**config.mk**
```make
export PLATFORM = sky130hd
export DESIGN_NAME = multicycle_control
export DESIGN_NICKNAME = d
export VERILOG_FILES = /design/src/rtl/multicycle_control.sv
export SDC_FILE = /design/constraint.sdc
export NUM_CORES = 1
export LEC_CHECK = 0
export ABC_AREA = 1
export BUFFER_PORTS_ARGS = -buffer_cell sky130_fd_sc_hd__buf_2
export CORE_UTILIZATION = 61
export CTS_BUF_LIST = sky130_fd_sc_hd__clkbuf_4 sky130_fd_sc_hd__clkbuf_8
export DETAILED_ROUTE_END_ITERATION = 12
export GPL_ROUTABILITY_DRIVEN = 0
export PLACE_DENSITY = 0.95
export SYNTH_ARGS = -nofsm -noshare
export SYNTH_HDL_FRONTEND = slang
export SYNTH_SLANG_ARGS = --single-unit
```
**constraint.sdc**
```tcl
create_clock -name clk -period 3 [get_ports clk]
set_input_delay 0.6 -clock clk [delete_from_list [all_inputs] [get_ports clk]]
set_output_delay 0.6 -clock clk [all_outputs]
set_load 0.005 [all_outputs]
```
**src/rtl/multicycle_control.sv**
```systemverilog
// Multi-cycle control FSM for the KGP-RISC datapath: FETCH/DECODE/EXEC/MEM/WB
// sequencing, memory handshake with timeout, HALT and illegal-opcode/timeout traps.
module multicycle_control #(
  parameter int unsigned OP_W    = 6,
  parameter int unsigned BR_W    = 2,
  parameter int unsigned ALUOP_W = 3,
  parameter int unsigned MTR_W   = 2,
  parameter int unsigned TMO_W   = 4,
  parameter int unsigned TIMEOUT = 12,
  parameter int unsigned CNT_W   = 16
) (
  input  logic               clk,
  input  logic               rst_n,
  input  logic [OP_W-1:0]    opcode,
  input  logic               stall,
  input  logic               restart,
  input  logic               mem_ready,
  output logic               mem_req,
  output logic               mem_we,
  output logic               i_or_d,
  output logic               ir_write,
  output logic               pc_write,
  output logic               pc_write_cond,
  output logic [BR_W-1:0]    branch,
  output logic [ALUOP_W-1:0] alu_op,
  output logic               alu_src,
  output logic               reg_dest,
  output logic               reg_write,
  output logic [MTR_W-1:0]   mem_to_reg,
  output logic [2:0]         state,
  output logic               halted,
  output logic               trap,
  output logic [1:0]         trap_cause,
  output logic [CNT_W-1:0]   retired
);

  typedef enum logic [2:0] {
    S_FETCH  = 3'd0,
    S_DECODE = 3'd1,
    S_EXEC   = 3'd2,
    S_MEM    = 3'd3,
    S_WB     = 3'd4,
    S_HALT   = 3'd5,
    S_TRAP   = 3'd6
  } state_t;

  typedef struct packed {
    logic [BR_W-1:0]    branch;
    logic [ALUOP_W-1:0] alu_op;
    logic               alu_src;
    logic               reg_dest;
    logic [MTR_W-1:0]   mtr;
    logic               is_br;
    logic               is_link;
    logic               is_load;
    logic               is_store;
  } ctl_t;

  localparam logic [OP_W-1:0] OP_R0   = OP_W'(6'h01);
  localparam logic [OP_W-1:0] OP_R1   = OP_W'(6'h02);
  localparam logic [OP_W-1:0] OP_R2   = OP_W'(6'h03);
  localparam logic [OP_W-1:0] OP_BR1  = OP_W'(6'h04);
  localparam logic [OP_W-1:0] OP_BR2  = OP_W'(6'h05);
  localparam logic [OP_W-1:0] OP_JAL  = OP_W'(6'h06);
  localparam logic [OP_W-1:0] OP_LD   = OP_W'(6'h23);
  localparam logic [OP_W-1:0] OP_ST   = OP_W'(6'h2B);
  localparam logic [OP_W-1:0] OP_I0   = OP_W'(6'h24);
  localparam logic [OP_W-1:0] OP_I1   = OP_W'(6'h25);
  localparam logic [OP_W-1:0] OP_HALT = OP_W'(6'h3F);

  localparam logic [1:0] CAUSE_ILLEGAL = 2'b01;
  localparam logic [1:0] CAUSE_TMO     = 2'b10;

  state_t           state_q, state_d;
  ctl_t             ctl_q, ctl_d, dec;
  logic             dec_halt, dec_illegal;
  logic [TMO_W-1:0] tmo_q, tmo_d;
  logic [1:0]       cause_q, cause_d;
  logic [CNT_W-1:0] retired_q;
  logic             ret_inc;
  logic             mem_req_q, mem_we_q, i_or_d_q, halted_q, trap_q;

  // Opcode decode; only captured while sitting in DECODE.
  always_comb begin
    dec         = '0;
    dec_halt    = 1'b0;
    dec_illegal = 1'b0;
    case (opcode)
      OP_R0:   dec.alu_op = ALUOP_W'(0);
      OP_R1:   dec.alu_op = ALUOP_W'(1);
      OP_R2:   dec.alu_op = ALUOP_W'(2);
      OP_BR1, OP_BR2, OP_JAL: begin
        dec.is_br   = 1'b1;
        dec.alu_op  = ALUOP_W'(3);
        dec.alu_src = 1'b1;
        dec.branch  = (opcode == OP_BR1) ? BR_W'(1) :
                      (opcode == OP_BR2) ? BR_W'(2) : BR_W'(3);
        if (opcode == OP_JAL) begin
          dec.is_link  = 1'b1;
          dec.reg_dest = 1'b1;
          dec.mtr      = MTR_W'(1);
        end
      end
      OP_LD: begin
        dec.is_load  = 1'b1;
        dec.alu_op   = ALUOP_W'(4);
        dec.alu_src  = 1'b1;
        dec.reg_dest = 1'b1;
        dec.mtr      = MTR_W'(2);
      end
      OP_ST: begin
        dec.is_store = 1'b1;
        dec.alu_op   = ALUOP_W'(4);
        dec.alu_src  = 1'b1;
      end
      OP_I0, OP_I1: begin
        dec.alu_op  = (opcode == OP_I0) ? ALUOP_W'(4) : ALUOP_W'(5);
        dec.alu_src = 1'b1;
      end
      OP_HALT: dec_halt = 1'b1;
      default: dec_illegal = 1'b1;
    endcase
  end

  // Next-state, wait counter, trap cause and single-cycle pulses.
  always_comb begin
    state_d       = state_q;
    ctl_d         = ctl_q;
    tmo_d         = tmo_q;
    cause_d       = cause_q;
    ret_inc       = 1'b0;
    ir_write      = 1'b0;
    pc_write      = 1'b0;
    pc_write_cond = 1'b0;
    reg_write     = 1'b0;
    if (!stall) begin
      case (state_q)
        S_FETCH, S_MEM: begin
          if (mem_req_q) begin
            if (mem_ready) begin
              if (state_q == S_FETCH) begin
                ir_write = 1'b1;
                pc_write = 1'b1;
                state_d  = S_DECODE;
              end else if (ctl_q.is_load) begin
                state_d = S_WB;
              end else begin
                state_d = S_FETCH;
                ret_inc = 1'b1;
              end
            end else if (tmo_q == TMO_W'(TIMEOUT - 1)) begin
              state_d = S_TRAP;
              cause_d = CAUSE_TMO;
            end else begin
              tmo_d = tmo_q + TMO_W'(1);
            end
          end
        end
        S_DECODE: begin
          ctl_d = dec;
          if (dec_halt) begin
            state_d = S_HALT;
          end else if (dec_illegal) begin
            state_d = S_TRAP;
            cause_d = CAUSE_ILLEGAL;
          end else begin
            state_d = S_EXEC;
          end
        end
        S_EXEC: begin
          if (ctl_q.is_br) begin
            pc_write_cond = 1'b1;
            if (ctl_q.is_link) begin
              state_d = S_WB;
            end else begin
              state_d = S_FETCH;
              ret_inc = 1'b1;
            end
          end else if (ctl_q.is_load || ctl_q.is_store) begin
            state_d = S_MEM;
          end else begin
            state_d = S_WB;
          end
        end
        S_WB: begin
          reg_write = 1'b1;
          state_d   = S_FETCH;
          ret_inc   = 1'b1;
        end
        S_HALT, S_TRAP: begin
          if (restart) begin
            state_d = S_FETCH;
            cause_d = 2'b00;
          end
        end
        default: state_d = S_FETCH;
      endcase
      if (state_d != state_q) tmo_d = '0;
    end
  end

  always_ff @(posedge clk or negedge rst_n) begin
    if (!rst_n) begin
      state_q   <= S_FETCH;
      ctl_q     <= '0;
      tmo_q     <= '0;
      cause_q   <= 2'b00;
      retired_q <= '0;
      mem_req_q <= 1'b0;
      mem_we_q  <= 1'b0;
      i_or_d_q  <= 1'b0;
      halted_q  <= 1'b0;
      trap_q    <= 1'b0;
    end else begin
      state_q   <= state_d;
      ctl_q     <= ctl_d;
      tmo_q     <= tmo_d;
      cause_q   <= cause_d;
      if (ret_inc) retired_q <= retired_q + CNT_W'(1);
      mem_req_q <= (state_d == S_FETCH) || (state_d == S_MEM);
      mem_we_q  <= (state_d == S_MEM) && ctl_d.is_store;
      i_or_d_q  <= (state_d == S_MEM);
      halted_q  <= (state_d == S_HALT);
      trap_q    <= (state_d == S_TRAP);
    end
  end

  assign mem_req    = mem_req_q;
  assign mem_we     = mem_we_q;
  assign i_or_d     = i_or_d_q;
  assign branch     = ctl_q.branch;
  assign alu_op     = ctl_q.alu_op;
  assign alu_src    = ctl_q.alu_src;
  assign reg_dest   = ctl_q.reg_dest;
  assign mem_to_reg = ctl_q.mtr;
  assign state      = state_q;
  assign halted     = halted_q;
  assign trap       = trap_q;
  assign trap_cause = cause_q;
  assign retired    = retired_q;

endmodule

```
==> results.yml <==
placement:
  placedCellCount: 410
  dp_slack_ns: 0.938
  io_buffer_count: 49
  dp_hpwl_um: 4220
synth:
  synth_seq_area_share_pct: 41.9
  yosysMostFrequentCell: "nand2_1"
  synthTopCellsByCount: "nand2_1 (83), nor2_1 (45), dfrtp_1 (42), inv_1 (32), nand3_1 (20)"
  synthArstFlopShare_pct: 100
  syn-cell-area_sq_um: 2510
  synth_area_leaders: "dfrtp_1 (42%), nand2_1 (12%), nor2_1 (6.7%)"
  yosysTopAreaCellShare_pct: 41.9
  postSynthAreaPerCell_sq_um: 7.72
  syn_inst: 325
  synth-edff-count: 0
  ys.flop_type: "dfrtp_1"
  synth.ff_latch_count: 42
  synth_largest_area_cell: "dfrtp_1"
  ys_types: 33
  yosys_warnings: 0
  syn_nets: 338
clock_network:
  clock_path_buffers: 2
  tritoncts: "built"
  post_cts_resized: 0
  cts.sinks: 42
  htree_levels: 2
  ctsHoldBuffers: 0
  cts-buffers-inserted: 5
  clkTransAtPathRegs_ns: 0.08
  clk-insertion-delay-late_ns: 0.30
  postCtsSetupBuffers: 0
  ctsRootBufferMaster: "clkbuf_8"
pwr:
  total_power_w: 0.00224
  ir_drop_mv: 0.621
  leakage_nw: 1.52
  pwr_density_cell_nw_per_um2: 794
route:
  met2WireLength_um: 2790
  drc: 0
  ant_nets: 0
  viasPerCell: 5.54
  wl_per_cell_um: 13.4
  drt_iter0_markers: 217
  top_layer: "met4"
  vias: 2316
  wl_met1_um: 2350
  dr_wl_met3_um: 284
  drt-total-wl_um: 5590
  dr.pass1.iters: 4
global_route:
  grtUsageTotal_pct: 29.1
  antenna_found_initial: 0
  grt_max_degree: 43
  grt_pass1_vias: 2260
  grt_first_pass_wirelength_um: 9580
  gr-total-overflow: 0
hold_path:
  hold_path_class: "in2async"
critical_path:
  worst_path_largest_cell_delay_ns: 0.62
  critical-path-top-delay-family: "simple AND/OR/NAND/NOR gates"
  timing_worst_setup_path_type: "reg2reg"
  cp-start-kind: "flop"
  worst_path_max_delay_cell: "dfrtp_1"
  end_kind: "flop"
  critPathMaxFanout: 11
  crit_chain: "inv_4 > nand3_1 > nand2_2 > nand3_2 > nand3_2 > nand2_2 > clkinv_1 > nand4_1 > nor2_1 > xor2_1"
  cp_num_buf_inv: 2
  reg2reg_slack_ns: 0.90
  worstPathArrival_ns: 2.28
  required_ns: 3.18
floorplan:
  core_area_sq_um: 3800
  row_count: 22
  die_w_um: 66.1
  fp.dieH_um: 66.1
  io_pins: 50
  start_util_pct: 66.1
  fp.dieArea_sq_um: 4380
final_layout:
  multiInputGateArea_sq_um: 1220
  n_antenna_cell: 0
  largest_register_ffs: 16
  fin_cells: 418
  fillers: 295
  drive_gt1_share_pct: 23.5
  seqCellArea_sq_um: 1050
  layout.nets: 382
  area.growth.synth_to_final_pct: 12.3
sta:
  skew_ns: 0.0126
  finalSetupViolations: 0
  worst_pin_slew_ns: 0.870
  min_period_over_period_pct: 70.1
  grt_setup_unrepaired: "false"
  fmax_mhz: 475
  setup_slack_ns: 0.896
  report.final.hold_viol_count: 0
  tns_ns: 0
  slew_headroom_pct: 42.0
  period_needed_ns: 2.10
  maxSlewViolCount: 0
status:
  outcome: "completed"
run:
  maxCapViolCount: 0
[metrics by stage]
step / area, sq um / hold slack (ns) / util (%)
detailed placement: 2720 / 0.457 / 71.7
floorplan: 2510 / 0.304 / -
global route: 2820 / 0.505 / 74.2
CTS: 2820 / 0.452 / 74.2
finish: 2820 / 0.417 / 74.2
global placement: 2720 / 0.453 / 71.7
[power by group]
| part | internal [W] | switching, W |
|---|---|---|
| Combinational | 0.000351 | 0.000609 |
| Sequential | 0.000726 | 0.000174 |
| Clock | 0.000195 | 0.000184 |
[metal layers]
metal  track usage, %  vias up
met5                0        -
met4             14.6        0
met3             5.69       21
met2             49.7       97
met1             34.7     1082
li1                 -     1116
[final cells by class]
cell class | count | area share [%]
tap | 48 | 2.13
inverter | 39 | 5.28
timing repair buffer | 49 | 8.70
multi-input combinational | 232 | 43.2
clock buffer | 7 | 3.20
clock inverter | 1 | 0.178
sequential | 42 | 37.3
[placed cells by master, fill, tap and decap left out, types with 6 or more instances in the layout]
cell / instances
nand2_1: 83
buf_2: 49
nor2_1: 45
dfrtp_1: 42
inv_1: 32
nand3_1: 20
nand4_1: 12
xor2_1: 10
o21ai_0: 8
xnor2_1: 8
a21oi_1: 7
nand2_2: 6
clkbuf_8: 6
[worst register-to-register path, stage by stage, from the launching register on]
cell and delay (ns):
dfrtp_1 0.62, inv_4 0.10, nand3_1 0.11, nand2_2 0.10, nand3_2 0.08, nand3_2 0.06
nand2_2 0.24, clkinv_1 0.29, nand4_1 0.19, nor2_1 0.07, xor2_1 0.14
[worst paths after layout]
path / from / endpoint / cells after the start
min reg2reg: branch[0]$_DFFE_PN0P_ / branch[0]$_DFFE_PN0P_ / 2
min: rst_n / alu_src$_DFFE_PN0P_ / 1
max reg2reg: state[2]$_DFF_PN0_ / retired[7]$_DFFE_PN0P_ / 10
max: state[2]$_DFF_PN0_ / retired[7]$_DFFE_PN0P_ / 10
min in group clk: branch[0]$_DFFE_PN0P_ / branch[0]$_DFFE_PN0P_ / 2
max in group asynchronous: rst_n / tmo_q[2]$_DFFE_PN0P_ / 1
[logic make-up (layout without fill, tap and decap cells)]
| kind of cell | count (synthesis) | count (layout) | synth area share [%] |
|---|---|---|---|
| AND/OR/NAND/NOR | 189 | 189 | 35.7 |
| buffers and inverters | 51 | 96 | 9.62 |
| flip-flops | 42 | 42 | 41.9 |
| AO/OA/AOI/OAI | 23 | 23 | 5.48 |
| XOR/XNOR | 18 | 18 | 6.28 |
| adder cells (fa/ha/maj) | 2 | 2 | 0.997 |
(Power assumes the default switching activity.)
